<file path="src/rtl/pcpi_est_frontend_pkg.sv">
// Shared definitions for the PCPI estimator front end: FSM state encoding,
// custom-instruction mask/match values and their funct3 codes.
package pcpi_est_frontend_pkg;

   typedef enum logic [2:0] {
      S_IDLE     = 3'd0,
      S_PUSH     = 3'd1,
      S_CALC     = 3'd2,
      S_WAIT_EST = 3'd3,
      S_RESP     = 3'd4,
      S_DONE     = 3'd5
   } est_state_e;

   localparam logic [6:0]  OPC_CUSTOM = 7'h27;

   localparam logic [2:0]  F3_PUSH = 3'd1;
   localparam logic [2:0]  F3_CALC = 3'd2;
   localparam logic [2:0]  F3_STAT = 3'd3;

   localparam logic [31:0] INSN_MASK  = 32'hfe00707f;
   localparam logic [31:0] MATCH_PUSH = {17'd0, F3_PUSH, 5'd0, OPC_CUSTOM};
   localparam logic [31:0] MATCH_CALC = {17'd0, F3_CALC, 5'd0, OPC_CUSTOM};
   localparam logic [31:0] MATCH_STAT = {17'd0, F3_STAT, 5'd0, OPC_CUSTOM};

   function automatic logic insn_is(input logic [31:0] insn, input logic [31:0] match);
      return (insn & INSN_MASK) == match;
   endfunction

endpackage

</file>
<file path="src/rtl/est_ctrl_window.sv">
// Control-bit window: a K-deep shift register of N-bit samples (newest in the
// low bits) plus a fill counter that saturates at K.
module est_ctrl_window
   import pcpi_est_frontend_pkg::*;
#(
   parameter int N     = 8,
   parameter int K     = 64,
   parameter int CNT_W = $clog2(K+1)
) (
   input  logic             clk,
   input  logic             resetn,
   input  logic             push_en,
   input  logic [N-1:0]     push_data,
   output logic [N*K-1:0]   window,
   output logic [CNT_W-1:0] fill_cnt
);

   logic [N*K-1:0]   window_q, window_d;
   logic [CNT_W-1:0] fill_q, fill_d;

   // Shift in a new sample on push; the oldest sample falls off the top.
   always_comb begin
      window_d = window_q;
      fill_d   = fill_q;
      if (push_en) begin
         window_d = {window_q[N*K-N-1:0], push_data};
         if (fill_q != CNT_W'(K)) begin
            fill_d = fill_q + CNT_W'(1);
         end
      end
   end

   // Window and fill registers, cleared by synchronous reset.
   always_ff @(posedge clk) begin
      if (!resetn) begin
         window_q <= '0;
         fill_q   <= '0;
      end else begin
         window_q <= window_d;
         fill_q   <= fill_d;
      end
   end

   assign window   = window_q;
   assign fill_cnt = fill_q;

endmodule

</file>
<file path="src/rtl/pcpi_est_frontend.sv">
// PCPI front end for the estimator: PUSH appends a control sample to the
// window, CALC runs the estimator and returns its result in rd.
// Optional: define EST_FRONTEND_STATUS_EN to enable the STAT instruction,
// which returns the window fill count; otherwise STAT is left unclaimed.
module pcpi_est_frontend
   import pcpi_est_frontend_pkg::*;
#(
   parameter int N     = 8,
   parameter int K     = 64,
   parameter int CNT_W = $clog2(K+1)
) (
   input  logic           clk,
   input  logic           resetn,
   input  logic           pcpi_valid,
   input  logic [31:0]    pcpi_insn,
   input  logic [31:0]    pcpi_rs1,
   input  logic [31:0]    pcpi_rs2,
   output logic           pcpi_wr,
   output logic [31:0]    pcpi_rd,
   output logic           pcpi_wait,
   output logic           pcpi_ready,
   output logic [N*K-1:0] ctrl_window,
   output logic           est_start,
   input  logic           est_done,
   input  logic [31:0]    est_result
);

   est_state_e       state_q, state_d;
   logic             wr_q, wr_d;
   logic [31:0]      rd_q, rd_d;
   logic             push_en;
   logic [CNT_W-1:0] fill_cnt;
   logic             is_push, is_calc, is_stat;

   // rs2 and the upper rs1 bits carry nothing for this unit.
   logic unused_inputs;
   assign unused_inputs = ^{pcpi_rs2, pcpi_rs1, fill_cnt};

   assign is_push = insn_is(pcpi_insn, MATCH_PUSH);
   assign is_calc = insn_is(pcpi_insn, MATCH_CALC);
`ifdef EST_FRONTEND_STATUS_EN
   assign is_stat = insn_is(pcpi_insn, MATCH_STAT);
`else
   assign is_stat = 1'b0;
`endif

   est_ctrl_window #(.N(N), .K(K), .CNT_W(CNT_W)) u_window (
      .clk       (clk),
      .resetn    (resetn),
      .push_en   (push_en),
      .push_data (pcpi_rs1[N-1:0]),
      .window    (ctrl_window),
      .fill_cnt  (fill_cnt)
   );

   // Next-state and response latch. The sample is shifted in on the accept
   // edge, so a PUSH aborted later by valid falling still keeps its sample.
   always_comb begin
      state_d = state_q;
      wr_d    = wr_q;
      rd_d    = rd_q;
      push_en = 1'b0;
      unique case (state_q)
         S_IDLE: begin
            if (pcpi_valid) begin
               if (is_push) begin
                  push_en = 1'b1;
                  wr_d    = 1'b0;
                  rd_d    = '0;
                  state_d = S_PUSH;
               end else if (is_calc) begin
                  wr_d    = 1'b0;
                  rd_d    = '0;
                  state_d = S_CALC;
               end else if (is_stat) begin
                  wr_d    = 1'b1;
                  rd_d    = 32'(fill_cnt);
                  state_d = S_RESP;
               end
            end
         end
         S_PUSH: begin
            state_d = pcpi_valid ? S_RESP : S_IDLE;
         end
         S_CALC: begin
            state_d = pcpi_valid ? S_WAIT_EST : S_IDLE;
         end
         S_WAIT_EST: begin
            if (!pcpi_valid) begin
               state_d = S_IDLE;
            end else if (est_done) begin
               wr_d    = 1'b1;
               rd_d    = est_result;
               state_d = S_RESP;
            end
         end
         S_RESP: begin
            state_d = S_DONE;
         end
         S_DONE: begin
            wr_d    = 1'b0;
            rd_d    = '0;
            state_d = S_IDLE;
         end
         default: begin
            state_d = S_IDLE;
         end
      endcase
   end

   // State and response registers, cleared by synchronous reset.
   always_ff @(posedge clk) begin
      if (!resetn) begin
         state_q <= S_IDLE;
         wr_q    <= 1'b0;
         rd_q    <= '0;
      end else begin
         state_q <= state_d;
         wr_q    <= wr_d;
         rd_q    <= rd_d;
      end
   end

   assign pcpi_wait  = (state_q == S_PUSH) || (state_q == S_CALC) ||
                       (state_q == S_WAIT_EST) || (state_q == S_RESP);
   assign pcpi_ready = (state_q == S_RESP);
   assign pcpi_wr    = pcpi_ready && wr_q;
   assign pcpi_rd    = pcpi_wr ? rd_q : 32'd0;
   assign est_start  = (state_q == S_CALC);

endmodule

</file>
<file path="config.mk">
export PLATFORM = sky130hd
export DESIGN_NAME = pcpi_est_frontend
export DESIGN_NICKNAME = d
export VERILOG_FILES = /design/src/rtl/pcpi_est_frontend_pkg.sv /design/src/rtl/est_ctrl_window.sv /design/src/rtl/pcpi_est_frontend.sv
export SDC_FILE = /design/constraint.sdc
export NUM_CORES = 1
export LEC_CHECK = 0
export CAP_MARGIN = 10
export CORE_AREA = 3 3 265 267
export DETAILED_ROUTE_END_ITERATION = 16
export DIE_AREA = 0 0 268 270
export PLACE_DENSITY = 0.63
export SETUP_SLACK_MARGIN = 0.05
export SLEW_MARGIN = 20
export SYNTH_ARGS = -nofsm -noshare
export SYNTH_HDL_FRONTEND = slang
export SYNTH_SLANG_ARGS = --single-unit
</file>
<file path="constraint.sdc">
create_clock -name clk -period 3 [get_ports clk]
set_input_delay 0.45 -clock clk [delete_from_list [all_inputs] [get_ports clk]]
set_output_delay 0.45 -clock clk [all_outputs]
set_load 0.01 [all_outputs]
</file>
==> summary.md <==
| Metric | Value |
|---|---|
| RSZ-0062 raised after global routing | `false` |
| CTS buffer count | `a little under 60` |
| Clk Latency, worst-skew pair | `about 0.62 ns` |
| Clock Path Buffers | `3` |
| Die W | `~270 um` |
| Clk slew on worst S/H paths | `about 0.060 ns` |
| Slew Limit Fails | `0` |
| Placed cell count | `roughly 3900` |
| CP max FO | `33` |
| CP max stage cell | `clkdlybuf4s50_1` |
| Slew @ Worst Pin | `approximately 1 ns` |
| Die Y | `270 um` |
| Initial DRC count | `between 2000 and 2500` |
| Worst hold path type | `primary input to flip-flop` |
| CP startpoint kind | `flip-flop` |
| Final cell count without fillers | `approximately 4000` |
| Drt pass-1 iters | `5` |
| Number of distinct library cells after synthesis | `37` |
| Reg-to-reg startpoint | `state_q[2]$_SDFFE_PN0P_` |
| Post-synth EDFFs | `0` |
| Period utilisation layout | `0.9323` |
| Run status | `complete, no violations` |
| Reg2reg end | `u_window.window[282]$_SDFFE_PN0P_` |
| Share of cells above drive strength 1 | `0.1665` |
| Register bit total from synthesis | `roughly 550` |
| Post-Syn Area | `between 0.02 and 0.025 mm2` |
| Part of the Yosys area used for sequential elements | `0.4524` |
| Slew margin rel. | `0.3353` |
| CTS Sinks | `approximately 550` |
| Synth Warn # | `0` |
| IO Pins | `680` |
| Top cell type's share of synthesized area | `0.4524` |
| IO buf count | `608` |
| R2R setup slack | `~0.7 ns` |
| CP Data Arrival Time | `2.35 ns` |
| Max capacitance violation total | `0` |
| Initial core utilization | `0.3548` |
| Drt wl/cell | `21.91 um` |
| Synth async-reset ratio | `0` |
| Pwr Density | `between 400 and 500 mW/mm2` |
| CP Cell Sequence | `nor2_4, and3_1, buf_6, and2_1, clkdlybuf4s50_1` |
| Via count of the routed design | `~23000` |
| Syn nets | `2741` |
| Fmax | `around 0.36 GHz` |
| Final-report setup violation count | `0` |
| Drt drc | `0` |
| Core ar. | `0.06835 mm2` |
| Routed Antenna Nets | `0` |
| Avg Inst Size Synth | `9.296 um2` |
| Crit path time final | `2.797 ns` |
| Lkg Pwr | `just under 10 nW` |
| Via density | `between 5 and 6` |
| Die area | `between 0.07 and 0.08 mm2` |
| CTS Hold Bufs | `0` |
| Top FF cell, synth | `dfxtp_1` |
| Clk root buf | `clkbuf_16` |
| Worst VDD drop | `between 400 and 500 uV` |
| CP required | `approximately 2.6 ns` |
| CTS tree | `built` |
| Fin util | `0.4869` |
| Synth top area cells | `dfxtp_1, o31ai_2, a21oi_1` |
| HPWL Detailed | `58440 um` |
| Vias in the first global route | `roughly 22000` |
| Row count | `96` |
| Critical path destination | `pcpi_rd[6]` |
| Initial antenna violation count | `1` |
| Crit path launch | `state_q[1]$_SDFFE_PN0P_` |
| Total grt overflow | `0` |
| WL final | `between 80000 and 90000 um` |
| All-layer global routing usage | `0.2268` |
| Setup CP Type | `flip-flop to output port` |
| Nets@finish | `between 3000 and 4000` |
| Area delta synth->final | `37.22%` |
| Maximum number of pins on one net before global-route repair | `about 130` |
| FF-to-FF path depth | `5` |
| Synth area leader | `dfxtp_1` |
| H-tree depth | `2` |
| Global-route wire length before repair | `133000 um` |
| RePlAce Congestion | `between 0.8 and 0.9` |
| Layout Skew | `approximately 0.027 ns` |
| Final hold vios | `0` |
| CP endpoint kind | `output port` |
| Syn Inst Count | `between 2000 and 3000` |
| Critical Path Max Stage Delay | `~0.57 ns` |
-- sequential cells by signal, indices dropped and copies added (netlist names) --
register / cells
state_q: 3
u_window.window: 512
wr_q: 1
rd_q: 32
-- synth_stat cells (32+ instances only) --
library cell / count
buf_1: 46
o31ai_2: 300
and2_1: 32
nand3_1: 512
dfxtp_1: 548
buf_6: 37
mux2i_1: 32
nand2_1: 65
buf_2: 99
a21oi_1: 513
clkbuf_1: 173
o31ai_1: 212
-- report_power, final --
part	total (mW)	leakage [nW]	internal, mW	switching (mW)
clock network	7.57	0.988	4.50	3.07
logic	0.612	4.29	0.137	0.476
registers	7.28	4.41	7.28	0.00000111
total	15.5	9.69	11.9	3.54
-- logic make-up (layout without fill, tap and decap cells) --
| kind of cell | after synthesis | count (layout) | synth area share |
|---|---|---|---|
| buffers and inverters | 357 | 830 | 0.07182 |
| AO/OA/AOI/OAI | 1036 | 1036 | 0.3303 |
| other | 0 | 1 | 0 |
| AND/OR/NAND/NOR | 633 | 633 | 0.1311 |
| multiplexers | 33 | 33 | 0.01367 |
| XOR/XNOR | 2 | 2 | 0.0007224 |
| flip-flops | 548 | 548 | 0.4524 |
-- timing repair --
action | CTS | global route
endpoints found under the setup margin | 32 | 29
setup buffers | 0 | 0
resized for setup | 2 | 1
endpoints found under the hold margin | 0 | 0
-- cell type report --
| type | count | area [um2] |
|---|---|---|
| Tap cell | 882 | 1104 |
| Multi-Input combinational cell | 1704 | 11570 |
| Clock buffer | 92 | 1782 |
| Sequential cell | 548 | 10970 |
| Antenna cell | 1 | 2.502 |
| Timing Repair Buffer | 718 | 7591 |
| Fill cell | 6200 | 35070 |
| Inverter | 2 | 15.01 |
| Clock inverter | 18 | 241.5 |
-- layer usage --
metal | routed length, um | GRT usage
met3 | 6853 | 0.05748
met1 | 35630 | 0.2897
met2 | 41930 | 0.3769
met5 | 0 | 0
met4 | 2470 | 0.06630
-- cell usage in the layout (no fill, tap or decap), types with 7 or more instances in the layout --
cell type / Yosys / layout
nand3_1: 512 / 512
dfxtp_1: 548 / 548
clkbuf_8: 0 / 16
and2_1: 32 / 32
mux2i_1: 32 / 32
a21oi_1: 513 / 513
clkdlybuf4s50_1: 0 / 608
clkinv_2: 0 / 7
o31ai_1: 212 / 212
nand2_1: 65 / 65
buf_12: 0 / 54
buf_4: 0 / 55
o31ai_2: 300 / 300
clkbuf_16: 0 / 60
clkbuf_1: 173 / 16
-- through the flow --
step | setup WS, ns | hold slack, ns | setup TNS [ns] | total power [mW] | instance area (um2)
2_1_floorplan | 0.6087 | 0.4301 | 0 | 7.817 | 24250
3_3_place_gp | 0.05268 | 0.4399 | 0 | 8.038 | 31240
3_5_place_dp | -0.006364 | 0.4434 | -0.006364 | 8.046 | 31240
4_1_cts | 0.09516 | 0.3558 | 0 | 15.60 | 33270
5_1_grt | 0.07498 | 0.3828 | 0 | 15.92 | 33280
6_report | 0.2032 | 0.4077 | 0 | 15.45 | 33280
-- critical path, delay by kind of cell, from the launching register on --
family        cells  cell delay [ns]
buf+inv           2             0.79
flops             1             0.40
simple gates      3             0.56
-- worst min path at each step --
stage	start	endpoint	slack, ns	cells after the start
after detailed placement	rd_q[10]$_SDFFE_PN0P_	rd_q[10]$_SDFFE_PN0P_	0.44	2
final	est_result[10]	rd_q[10]$_SDFFE_PN0P_	0.41	3
after global routing	est_result[27]	rd_q[27]$_SDFFE_PN0P_	0.38	3
after floorplan	rd_q[0]$_SDFFE_PN0P_	rd_q[0]$_SDFFE_PN0P_	0.43	2
after global placement	rd_q[24]$_SDFFE_PN0P_	rd_q[24]$_SDFFE_PN0P_	0.44	2
after CTS	est_result[10]	rd_q[10]$_SDFFE_PN0P_	0.36	3
No activity file was read; power rests on OpenSTA's default activity.
